[config.mk]
export PLATFORM = sky130hd
export DESIGN_NAME = row_scan_sequencer
export DESIGN_NICKNAME = d
export VERILOG_FILES = /design/src/rtl/scan_pkg.sv /design/src/rtl/dwell_timer.sv /design/src/rtl/row_scan_sequencer.sv
export SDC_FILE = /design/constraint.sdc
export NUM_CORES = 1
export LEC_CHECK = 0
export BUFFER_PORTS_ARGS = -buffer_cell sky130_fd_sc_hd__buf_4
export CAP_MARGIN = 30
export CORE_MARGIN = 5
export CORE_UTILIZATION = 40
export CTS_CLUSTER_SIZE = 25
export DETAILED_ROUTE_END_ITERATION = 10
export SKIP_LAST_GASP = 1
export SLEW_MARGIN = 20
export SYNTH_ARGS = -nofsm -noshare
export SYNTH_HDL_FRONTEND = slang
export SYNTH_HIERARCHICAL = 1
export SYNTH_SLANG_ARGS = --single-unit
[constraint.sdc]
create_clock -name clk -period 3.5 [get_ports clk]
set_input_delay 0.175 -clock clk [delete_from_list [all_inputs] [get_ports clk]]
set_output_delay 0.175 -clock clk [all_outputs]
set_load 0.1 [all_outputs]
[src/rtl/scan_pkg.sv]
// Shared types and widths for the row scan sequencer and its dwell timer.
package scan_pkg;

    typedef enum logic [1:0] {
        IDLE = 2'd0,
        SCAN = 2'd1,
        DONE = 2'd2
    } state_e;

    localparam int SEL_W       = 3;
    localparam int FRAME_CNT_W = 8;

    // Dwell counter width: enough to hold DWELL_CYCLES-1, never narrower than 1 bit.
    function automatic int cnt_width(input int n);
        return (n < 2) ? 1 : $clog2(n);
    endfunction

endpackage

[src/rtl/dwell_timer.sv]
// Counts the cycles a row is held and flags the last cycle of each dwell period.
module dwell_timer
    import scan_pkg::*;
#(
    parameter int DWELL_CYCLES = 4,
    localparam int CNT_W = cnt_width(DWELL_CYCLES)
) (
    input  logic             clk,
    input  logic             rst,
    input  logic             clr,
    input  logic             en,
    output logic [CNT_W-1:0] cnt,
    output logic             tick
);

    localparam logic [CNT_W-1:0] LAST_CNT = CNT_W'(DWELL_CYCLES - 1);

    logic [CNT_W-1:0] cnt_q;
    logic [CNT_W-1:0] cnt_d;

    // Tick only while counting, so an idle counter parked at zero never pulses.
    assign tick = en && (cnt_q == LAST_CNT);
    assign cnt  = cnt_q;

    // Next count: clear wins, otherwise wrap to zero on the last dwell cycle.
    always_comb begin
        cnt_d = cnt_q;
        if (clr) begin
            cnt_d = '0;
        end else if (en) begin
            cnt_d = tick ? '0 : cnt_q + CNT_W'(1);
        end
    end

    // Dwell counter register.
    always_ff @(posedge clk or posedge rst) begin
        if (rst) begin
            cnt_q <= '0;
        end else begin
            cnt_q <= cnt_d;
        end
    end

endmodule

[src/rtl/row_scan_sequencer.sv]
// Generates the 0..LAST_ROW row select sequence for the 3-to-8 row decoder,
// holding each row for DWELL_CYCLES, in one-shot or continuous mode.
module row_scan_sequencer
    import scan_pkg::*;
#(
    parameter int DWELL_CYCLES = 4,
    parameter int LAST_ROW     = 7
) (
    input  logic                   clk,
    input  logic                   rst,
    input  logic                   start,
    input  logic                   stop,
    input  logic                   one_shot,
    output logic [SEL_W-1:0]       sel,
    output logic                   sel_valid,
    output logic                   row_tick,
    output logic                   busy,
    output logic                   done,
    output logic [FRAME_CNT_W-1:0] frame_count
);

    localparam int               CNT_W      = cnt_width(DWELL_CYCLES);
    localparam logic [CNT_W-1:0] LAST_DWELL = CNT_W'(DWELL_CYCLES - 1);
    localparam logic [SEL_W-1:0] LAST_SEL   = SEL_W'(LAST_ROW);

    state_e                 state_q, state_d;
    logic [SEL_W-1:0]       sel_q, sel_d;
    logic                   vld_q, vld_d;
    logic                   busy_q, busy_d;
    logic                   done_q, done_d;
    logic [FRAME_CNT_W-1:0] frame_q, frame_d;
    logic                   mode_q, mode_d;

    logic [CNT_W-1:0]       dwell_cnt;
    logic                   dwell_tick;
    logic                   scanning;
    logic                   row_end;

    assign scanning = (state_q == SCAN);
    assign row_end  = scanning && (dwell_cnt == LAST_DWELL);

    // The timer is held at zero outside SCAN and when a stop aborts the scan.
    dwell_timer #(
        .DWELL_CYCLES(DWELL_CYCLES)
    ) u_dwell_timer (
        .clk  (clk),
        .rst  (rst),
        .clr  (!scanning || stop),
        .en   (scanning),
        .cnt  (dwell_cnt),
        .tick (dwell_tick)
    );

    assign sel         = sel_q;
    assign sel_valid   = vld_q;
    assign row_tick    = dwell_tick;
    assign busy        = busy_q;
    assign done        = done_q;
    assign frame_count = frame_q;

    // Next-state logic: stop overrides everything in SCAN, including a frame-ending tick.
    always_comb begin
        state_d = state_q;
        sel_d   = sel_q;
        vld_d   = vld_q;
        busy_d  = busy_q;
        done_d  = 1'b0;
        frame_d = frame_q;
        mode_d  = mode_q;
        case (state_q)
            IDLE: begin
                if (start && !stop) begin
                    state_d = SCAN;
                    sel_d   = '0;
                    vld_d   = 1'b1;
                    busy_d  = 1'b1;
                    mode_d  = one_shot;
                end
            end
            SCAN: begin
                if (stop) begin
                    state_d = IDLE;
                    sel_d   = '0;
                    vld_d   = 1'b0;
                    busy_d  = 1'b0;
                end else if (row_end) begin
                    if (sel_q < LAST_SEL) begin
                        sel_d = sel_q + SEL_W'(1);
                    end else begin
                        frame_d = frame_q + FRAME_CNT_W'(1);
                        sel_d   = '0;
                        if (mode_q) begin
                            state_d = DONE;
                            vld_d   = 1'b0;
                            busy_d  = 1'b0;
                            done_d  = 1'b1;
                        end
                    end
                end
            end
            DONE: begin
                state_d = IDLE;
            end
            default: begin
                state_d = IDLE;
                sel_d   = '0;
                vld_d   = 1'b0;
                busy_d  = 1'b0;
            end
        endcase
    end

    // State, select, handshake and frame counter registers.
    always_ff @(posedge clk or posedge rst) begin
        if (rst) begin
            state_q <= IDLE;
            sel_q   <= '0;
            vld_q   <= 1'b0;
            busy_q  <= 1'b0;
            done_q  <= 1'b0;
            frame_q <= '0;
            mode_q  <= 1'b0;
        end else begin
            state_q <= state_d;
            sel_q   <= sel_d;
            vld_q   <= vld_d;
            busy_q  <= busy_d;
            done_q  <= done_d;
            frame_q <= frame_d;
            mode_q  <= mode_d;
        end
    end

endmodule

==> results.py <==
metrics = {
    "detailed_routing": {
        "drt_wl_total_um": 1600,
        "drt-pass1-iter-count": 2,
        "route.vias.total": 623,
        "drtIter0Drc": 5,
        "avgRoutedWirePerCell_um": 12.7,
        "antenna_left": 0,
        "vias_per_cell": 4.94,
        "drcViolationCount": 0,
    },
    "yosys": {
        "yosysMostFrequentCell": "dfrtp_1",
        "synth-seq-area-share_pct": 52.7,
        "avgSynthCellArea_sq_um": 11.1,
        "synth_common_cells": "dfrtp_1, nand2_1, o21ai_0, xnor2_1, inv_1",
        "syn_inst": 77,
        "synth_nets": 85,
        "synth_area_sq_um": 855,
        "synthTopCellsByArea": "dfrtp_1, xnor2_1, ha_1",
        "synth.distinct_cells": 31,
        "synth_ff_type": "dfrtp_1",
        "synth-seq-cells": 18,
        "synth_edf_count": 0,
        "synth_top_area_share_pct": 52.7,
        "ys_warn_count": 6,
        "synthArstFlopShare_pct": 100,
        "synth_top_area_cell": "dfrtp_1",
    },
    "floorplan": {
        "start_util_pct": 42.7,
        "rows": 16,
        "die_y_um": 56.2,
        "die-area_sq_mm": 0.00316,
        "num_io_pins": 20,
        "core-area_sq_mm": 0.00200,
        "die_w_um": 56.2,
    },
    "critical_path": {
        "crit_buf_inv": 0,
        "required_ns": 3.68,
        "path_class": "register to register",
        "crit_arrival_ns": 2.01,
        "critPathMaxStageDelay_ns": 0.51,
        "cp_slowest_cell": "or3b_1",
        "crit_chain": "or3b_1, nor3_4, mux2_2",
        "path_max_fanout": 8,
        "start_kind": "register",
        "critPathTopFamily": "simple AND/OR/NAND/NOR gates",
        "r2r_slack_ns": 1.67,
        "endpoint_kind": "register",
    },
    "timing": {
        "max_freq_mhz": 546,
        "tightest_slew_ns": 0.728,
        "slew_violations": 0,
        "min_period_over_period_pct": 52.3,
        "setup_violations": 0,
        "setup-tns-final_ns": 0,
        "rsz0062_at_grt": "no",
        "relSlewSlack_pct": 50.8,
        "fin_crit_ns": 1.83,
        "hold_violations": 0,
        "finClkSkew_ns": 0.00128,
    },
    "global_routing": {
        "grt_pass1_wl_um": 3000,
        "grt_max_degree": 17,
        "grt_pass1_vias": 677,
        "grt_use_total_pct": 11.9,
        "antenna_found_initial": 0,
        "overflow": 0,
    },
    "power_and_ir_drop": {
        "p_leak_nw": 0.532,
        "switching_share_pct": 27.3,
        "peakVddDrop_uv": 213,
        "clockPowerShare_pct": 31.8,
        "internal-power_w": 0.000290,
        "combPwrFrac_pct": 14.0,
        "power_frac_seq_pct": 54.2,
        "power_density_mw_per_mm2": 375,
        "p_sw_w": 0.000109,
    },
    "layout": {
        "utilization_pct": 53.2,
        "fill_cells": 191,
        "antenna_cells": 0,
        "final_layout_size_suffix_gt1_share_pct": 26.3,
        "area_growth_pct": 24.6,
        "stdcell_count": 126,
        "fin_nets": 108,
    },
    "cts": {
        "cts_buffer_depth": 2,
        "cts_tree": "built",
        "ctsResizeCount": 0,
        "cts_max_level": 1,
        "cts_made_buffers": 3,
        "clk_pin_slew_worst_paths_ns": 0.10,
        "clock-sinks": 18,
        "clock-root-buffer": "clkbuf_4",
        "insertion_delay_ns": 0.28,
    },
    "placement": {
        "dp.cells": 121,
        "hpwl_um": 1220,
        "port-buffer-count": 19,
        "gp_congestion": 0.795,
    },
    "outcome": {
        "status": "finished, final reports clean",
    },
    "hold_path": {
        "hold_path.class": "input port to register",
    },
    "job": {
        "max-cap-violations": 0,
    },
}
-- power by group through the flow --
stage / clock [W] / sequential, W / combinational, W
5_1_grt: 0.000140 / 0.000217 / 0.0000605
3_5_place_dp: 0 / 0.000221 / 0.0000554
2_1_floorplan: 0 / 0.000233 / 0.0000319
3_3_place_gp: 0 / 0.000220 / 0.0000556
4_1_cts: 0.000129 / 0.000216 / 0.0000564
6_report: 0.000127 / 0.000216 / 0.0000559
-- worst reg2reg max path, cell delays in order (launching register included) --
cell and delay [ns]:
dfrtp_1 0.45, or3b_1 0.51, nor3_4 0.39, mux2_2 0.38
-- worst paths after layout --
| kind | start | to | depth (start not counted) |
|---|---|---|---|
| max in group asynchronous | rst | frame_count[7] | 3 |
| hold reg to reg | frame_count[7] | frame_count[7] | 1 |
| setup / recovery | state_q[0] | frame_count[1] | 3 |
| hold / removal | one_shot | mode_q | 3 |
| min in group asynchronous | rst | u_dwell_timer/cnt[0] | 3 |
| setup reg to reg | state_q[0] | frame_count[1] | 3 |
-- metal layers --
layer  routed length (um)  track usage [%]  vias to the layer above
met5                    0                0                        -
met4                   18             5.42                        0
met3                  106             3.48                        4
met2                  664             16.7                       15
met1                  808             16.8                      285
li1                     -                -                      319
-- timing repair --
action / in CTS / in global routing
setup buffers: 0 / 0
hold buffers: 1 / 0
hold endpoints to repair: 18 / 0
-- cell type report --
cell class	count	area, sq um	share of cell area (%)
flip-flops and latches	18	450	42.3
clock buffers	4	36.3	3.41
inverters	4	15.0	1.41
repair buffers	20	153	14.3
multi-input cells	53	377	35.4
well taps	27	33.8	3.17
-- state kept, by name, summed over array words and instances (netlist names) --
register	flops
u_dwell_timer/cnt	2
done	1
mode_q	1
sel	3
busy	1
frame_count	8
state_q	2
-- layout by cell type (no fill, tap or decap), types with 2 or more instances in the layout --
cell / count
nand3_1: 2
and2_1: 3
nor2_1: 2
buf_4: 19
nand4_1: 3
nand2_1: 6
nor4_1: 2
clkbuf_4: 3
dfrtp_1: 18
inv_1: 4
ha_1: 3
nand2b_1: 2
o21ai_0: 6
xnor2_1: 6
or3b_1: 2
-- through the flow --
stage	hold WS (ns)	power [W]	instance area, sq um	worst slack, ns
CTS	0.0834	0.000402	1060	1.66
global route	0.0739	0.000418	1060	1.55
floorplan	-0.0838	0.000265	855	1.42
finish	0.0872	0.000399	1060	1.67
detailed placement	0.0437	0.000276	1020	1.67
global placement	0.0405	0.000276	1020	1.72
-- cells by family (layout without fill, tap and decap cells) --
family | after synthesis | after routing | share of synthesized area [%]
buffers and inverters | 6 | 28 | 3.22
XOR/XNOR | 7 | 7 | 7.17
AND/OR/NAND/NOR | 30 | 30 | 22.0
AO/OA/AOI/OAI | 11 | 11 | 8.05
flip-flops | 18 | 18 | 52.7
multiplexers | 2 | 2 | 2.49
adder cells (fa/ha/maj) | 3 | 3 | 4.39
(Power assumes the default switching activity.)
